### config.mk
export PLATFORM = sky130hd
export DESIGN_NAME = cpu_input_conditioner
export DESIGN_NICKNAME = d
export VERILOG_FILES = /design/src/rtl/cpu_input_conditioner.sv
export SDC_FILE = /design/constraint.sdc
export NUM_CORES = 1
export LEC_CHECK = 0
export ABC_AREA = 0
export BUFFER_PORTS_ARGS = -buffer_cell sky130_fd_sc_hd__clkbuf_2
export CAP_MARGIN = 30
export CORE_ASPECT_RATIO = 1.25
export CORE_UTILIZATION = 56
export CTS_BUF_LIST = sky130_fd_sc_hd__clkbuf_16
export CTS_CLUSTER_SIZE = 20
export DETAILED_ROUTE_END_ITERATION = 10
export MAX_ROUTING_LAYER = met4
export PLACE_DENSITY = 0.92
export RECOVER_POWER = 25
export SETUP_SLACK_MARGIN = 0.05
export SYNTH_ARGS = -nofsm -noshare
export SYNTH_HDL_FRONTEND = slang
export SYNTH_SLANG_ARGS = --single-unit
### constraint.sdc
create_clock -name clk -period 2.97 [get_ports clk]
set_input_delay 0.7425 -clock clk [delete_from_list [all_inputs] [get_ports clk]]
set_output_delay 0.7425 -clock clk [all_outputs]
set_load 0.005 [all_outputs]
### src/rtl/cpu_input_conditioner.sv
// Synchronizes and debounces the CPU ready button, emits one strobe per press and a coherent switch snapshot.
// Optional per-bit switch debounce: define CPU_INPUT_COND_SW_DEBOUNCE_EN.
module cpu_input_conditioner #(
  parameter int unsigned SYNC_STAGES     = 2,
  parameter int unsigned DEBOUNCE_CYCLES = 4,
  parameter int unsigned SW_WIDTH        = 8
) (
  input  logic                clk,
  input  logic                n_reset,
  input  logic                ready_raw,
  input  logic [SW_WIDTH-1:0] sw_raw,
  output logic                ready_out,
  output logic [SW_WIDTH-1:0] sw_out,
  output logic [7:0]          press_count,
  output logic                btn_state
);

  localparam int unsigned     CW       = $clog2(DEBOUNCE_CYCLES + 1);
  localparam logic [CW-1:0]   CNT_LAST = CW'(DEBOUNCE_CYCLES - 1);
  localparam logic [CW-1:0]   CNT_ONE  = CW'(1);

  typedef enum logic [1:0] {
    IDLE,
    PRESS_WAIT,
    PRESSED,
    RELEASE_WAIT
  } state_e;

  logic [SYNC_STAGES-1:0]               ready_sync_q, ready_sync_d;
  logic [SYNC_STAGES-1:0][SW_WIDTH-1:0] sw_sync_q, sw_sync_d;
  logic                                 ready_s;
  logic [SW_WIDTH-1:0]                  sw_s;
  logic [SW_WIDTH-1:0]                  sw_snap;

  state_e                               state_q, state_d;
  logic [CW-1:0]                        cnt_q, cnt_d;
  logic                                 fire;

  logic                                 ready_out_q, ready_out_d;
  logic [SW_WIDTH-1:0]                  sw_out_q, sw_out_d;
  logic [7:0]                           press_count_q, press_count_d;

  always_comb begin
    ready_sync_d = {ready_sync_q[SYNC_STAGES-2:0], ready_raw};
    sw_sync_d    = {sw_sync_q[SYNC_STAGES-2:0], sw_raw};
    ready_s      = ready_sync_q[SYNC_STAGES-1];
    sw_s         = sw_sync_q[SYNC_STAGES-1];
  end

  always_ff @(posedge clk) begin
    if (!n_reset) begin
      ready_sync_q <= '0;
      sw_sync_q    <= '0;
    end else begin
      ready_sync_q <= ready_sync_d;
      sw_sync_q    <= sw_sync_d;
    end
  end

`ifdef CPU_INPUT_COND_SW_DEBOUNCE_EN
  logic [SW_WIDTH-1:0]         sw_stable_q, sw_stable_d;
  logic [SW_WIDTH-1:0][CW-1:0] sw_cnt_q, sw_cnt_d;

  // Counter tracks consecutive samples that disagree with the accepted level.
  always_comb begin
    sw_stable_d = sw_stable_q;
    sw_cnt_d    = sw_cnt_q;
    for (int unsigned i = 0; i < SW_WIDTH; i++) begin
      if (sw_s[i] == sw_stable_q[i]) begin
        sw_cnt_d[i] = '0;
      end else if (sw_cnt_q[i] == CNT_LAST) begin
        sw_stable_d[i] = sw_s[i];
        sw_cnt_d[i]    = '0;
      end else begin
        sw_cnt_d[i] = sw_cnt_q[i] + CNT_ONE;
      end
    end
  end

  always_ff @(posedge clk) begin
    if (!n_reset) begin
      sw_stable_q <= '0;
      sw_cnt_q    <= '0;
    end else begin
      sw_stable_q <= sw_stable_d;
      sw_cnt_q    <= sw_cnt_d;
    end
  end

  always_comb sw_snap = sw_stable_q;
`else
  always_comb sw_snap = sw_s;
`endif

  always_ff @(posedge clk) begin
    if (!n_reset) begin
      state_q <= IDLE;
      cnt_q   <= '0;
    end else begin
      state_q <= state_d;
      cnt_q   <= cnt_d;
    end
  end

  always_comb begin
    state_d = state_q;
    cnt_d   = cnt_q;
    unique case (state_q)
      IDLE: begin
        if (ready_s) begin
          if (DEBOUNCE_CYCLES == 1) begin
            state_d = PRESSED;
            cnt_d   = '0;
          end else begin
            state_d = PRESS_WAIT;
            cnt_d   = CNT_ONE;
          end
        end
      end
      PRESS_WAIT: begin
        if (!ready_s) begin
          state_d = IDLE;
          cnt_d   = '0;
        end else if (cnt_q == CNT_LAST) begin
          state_d = PRESSED;
          cnt_d   = '0;
        end else if (cnt_q != '1) begin
          cnt_d = cnt_q + CNT_ONE;
        end
      end
      PRESSED: begin
        if (!ready_s) begin
          if (DEBOUNCE_CYCLES == 1) begin
            state_d = IDLE;
            cnt_d   = '0;
          end else begin
            state_d = RELEASE_WAIT;
            cnt_d   = CNT_ONE;
          end
        end
      end
      RELEASE_WAIT: begin
        if (ready_s) begin
          state_d = PRESSED;
          cnt_d   = '0;
        end else if (cnt_q == CNT_LAST) begin
          state_d = IDLE;
          cnt_d   = '0;
        end else if (cnt_q != '1) begin
          cnt_d = cnt_q + CNT_ONE;
        end
      end
      default: begin
        state_d = IDLE;
        cnt_d   = '0;
      end
    endcase
  end

  // Only an entry into PRESSED from the press side fires; release bounce re-entry does not.
  always_comb begin
    btn_state = (state_q == PRESSED) || (state_q == RELEASE_WAIT);
    fire      = (state_d == PRESSED) && ((state_q == IDLE) || (state_q == PRESS_WAIT));
  end

  always_comb begin
    ready_out_d   = fire;
    sw_out_d      = sw_out_q;
    press_count_d = press_count_q;
    if (fire) begin
      sw_out_d      = sw_snap;
      press_count_d = press_count_q + 8'd1;
    end
  end

  always_ff @(posedge clk) begin
    if (!n_reset) begin
      ready_out_q   <= 1'b0;
      sw_out_q      <= '0;
      press_count_q <= '0;
    end else begin
      ready_out_q   <= ready_out_d;
      sw_out_q      <= sw_out_d;
      press_count_q <= press_count_d;
    end
  end

  always_comb begin
    ready_out   = ready_out_q;
    sw_out      = sw_out_q;
    press_count = press_count_q;
  end

endmodule

==> results.yml <==
run_status:
  status: "completed"
placement:
  gp_congestion: 0.7644
  io_buffers: 28
  hpwl_mm: 1.739
sta:
  finalSetupTns_ns: 0
  fin_crit_sh: 0.6904
  finalMaxSlewViolations: 0
  tightestPinTransition_ns: 0.6915
  setup_violations: 0
  fmax_ghz: 0.4877
  layout_min_cycle_time_ns: 2.051
  clock_skew_ns: 0.002867
  rsz0062_at_grt: "no"
  whs_ns: 0.4285
  maxSlewHeadroom: 0.5390
  finalHoldViolCount: 0
die:
  die_w_um: 47.46
  die_height_um: 58.82
  ios: 29
  start_util: 0.5959
  num_rows: 20
  die-area_mm2: 0.002791
  core_area_mm2: 0.002427
global_route:
  antenna_found_initial: 0
  grt_pass1_wl_mm: 4.471
  globalRouteTotalUtil: 0.2423
  grt_max_degree: 26
  grt_overflow_total: 0
  grt_pass1_vias: 1016
routing:
  vias: 1132
  first_iter_violations: 23
  postRouteAntennaNets: 0
  viasPerCell: 5.442
  avgRoutedWirePerCell_um: 12.73
  first_pass_iters: 4
  routed_wl_mm: 2.648
  remaining_drc_errors: 0
clock_tree:
  clk_pin_slew_ns: 0.06
  cts_hold_buf: 0
  clock_latency_ns: 0.28
  root_buffer: "clkbuf_16"
  cts_buffer_depth: 2
  cts_resized: 0
  htree_levels: 2
  clock-sinks: 40
  numCtsBuffers: 5
  cts_tree: "done"
  postCtsSetupBuffers: 0
logic_synthesis:
  synth_common_cells: "dfxtp_1 (40), and2_1 (18), a21oi_1 (17)"
  syn-num-nets: 161
  yosysWarnings: 0
  yosys_most_used_dff: "dfxtp_1"
  syn_area_mm2: 0.001446
  ys_seq_area_frac: 0.5536
  synth_most_common_cell: "dfxtp_1"
  yosys_register_bits: 40
  avgSynthCellArea_um2: 9.773
  netlist_instances: 148
  yosysTopAreaCell: "dfxtp_1"
  ys_types: 30
  ys_top_cells_by_area: "dfxtp_1 (55%), and2_1 (7.8%), a21oi_1 (5.9%)"
  yosysTopAreaCellShare: 0.5536
  async_flop_share: 0
  synth_edf_count: 0
critical_path:
  start_kind: "input port"
  crit_chain: "clkbuf_1 > clkinv_1 > a21oi_1"
  slowest_stage: "clkinv_1"
  startpoint: "n_reset"
  crit_arrival_ns: 2.24
  crit_required_ns: 3.16
  worst_setup_path_end_kind: "flop"
  path_max_fanout: 24
  r2r-start: "cnt_q[0]"
  max_stage_delay_ns: 0.63
  critPathKind: "input port to flop"
worst_hold_path:
  holdCritStartpoint: "sw_sync_d[11]"
  hold_class: "flop to flop"
job:
  drv_cap: 0
final_layout:
  fin_nets: 187
  n_fill_cell: 183
  final_layout_size_suffix_gt1_frac: 0.2171
  n_antenna_cell: 0
  regArea_um2: 800.8
  multi_input_area_um2: 596.8
  area_growth_pct: 21.45
power:
  max-vdd-ir-drop_mv: 0.5414
  p_per_area_mw_per_mm2: 673.3
  p_leak_nw: 0.7189
state kept, by name, summed over array words and instances (netlist names):
register and flops:
cnt_q 3, press_count 8, ready_out 1, ready_sync_q 2, state_q 2, sw_out 8
sw_s 8, sw_sync_d 8
cell families (layout without fill, tap and decap cells):
group / after synthesis / after routing / share of synthesized area
compound gates: 35 / 35 / 0.1324
xor+xnor: 2 / 2 / 0.01211
fa+ha+maj: 2 / 2 / 0.01730
buf+inv: 12 / 39 / 0.03374
flops: 40 / 40 / 0.5536
mux: 1 / 1 / 0.006921
simple gates: 56 / 56 / 0.2439
area by class of cell:
| type | instances | share of cell area |
|---|---|---|
| Timing Repair Buffer | 28 | 0.07906 |
| Clock inverter | 3 | 0.02422 |
| Tap cell | 33 | 0.02350 |
| Inverter | 3 | 0.006410 |
| Clock buffer | 5 | 0.07123 |
| Multi-Input combinational cell | 96 | 0.3397 |
| Sequential cell | 40 | 0.4558 |
placed cells by master, fill, tap and decap left out:
cell / count
clkinv_4: 1
nand4_1: 1
nor2b_1: 2
nand3b_2: 1
and3_1: 2
a21oi_1: 17
o21ai_0: 11
clkbuf_16: 5
nand3b_1: 2
or4_1: 4
o31ai_1: 4
xor2_1: 2
o211ai_1: 2
nand3_1: 11
and2_0: 6
and3b_1: 1
nor4_2: 1
nor3_1: 1
nor2_1: 1
inv_1: 2
nand2b_1: 2
nand4b_2: 1
or3b_2: 1
nand2_1: 5
ha_1: 2
a31oi_1: 1
clkbuf_1: 1
clkinv_1: 2
and2_1: 12
bufinv_16: 1
clkbuf_2: 27
mux2i_1: 1
dfxtp_1: 40
or3_1: 2
routing by layer:
metal | GRT usage | vias to the layer above | routed length [um]
met2 | 0.3659 | 30 | 1321
met1 | 0.2584 | 525 | 1113
met3 | 0.1043 | 8 | 152
met4 | 0.1347 | 0 | 59
li1 | - | 569 | -
met5 | - | - | 0
stage by stage:
| step | cells | power [mW] | cell area, um^2 | worst slack (ns) | util |
|---|---|---|---|---|---|
| 4_1_cts | 208 | 1.191 | 1758 | 1.105 | 0.7242 |
| 5_1_grt | 208 | 1.213 | 1757 | 0.7231 | 0.7237 |
| 2_1_floorplan | 148 | 0.5828 | 1446 | 1.564 | - |
| 6_report | 208 | 1.183 | 1757 | 0.9195 | 0.7237 |
| 3_3_place_gp | 200 | 0.5911 | 1590 | 1.136 | 0.6552 |
| 3_5_place_dp | 200 | 0.5932 | 1590 | 1.088 | 0.6552 |
where the power goes:
group          internal (mW)  switching (mW)
combinational         0.0122          0.0151
clock                  0.394           0.207
sequential             0.549         0.00504
total                  0.956           0.227
critical path, delay by kind of cell:
family / cells / cell delay, ns
compound gates: 1 / 0.34
buf+inv: 2 / 1.14
path summary, 6_finish.rpt:
kind / endpoint / slack [ns] / cells after the start
hold / removal: sw_s[3] / 0.43 / 1
hold reg to reg: sw_s[3] / 0.43 / 1
setup / recovery: sw_out[2] / 0.92 / 3
setup reg to reg: press_count[6] / 1.08 / 4
Note: power is estimated with default switching activity, not from simulation.
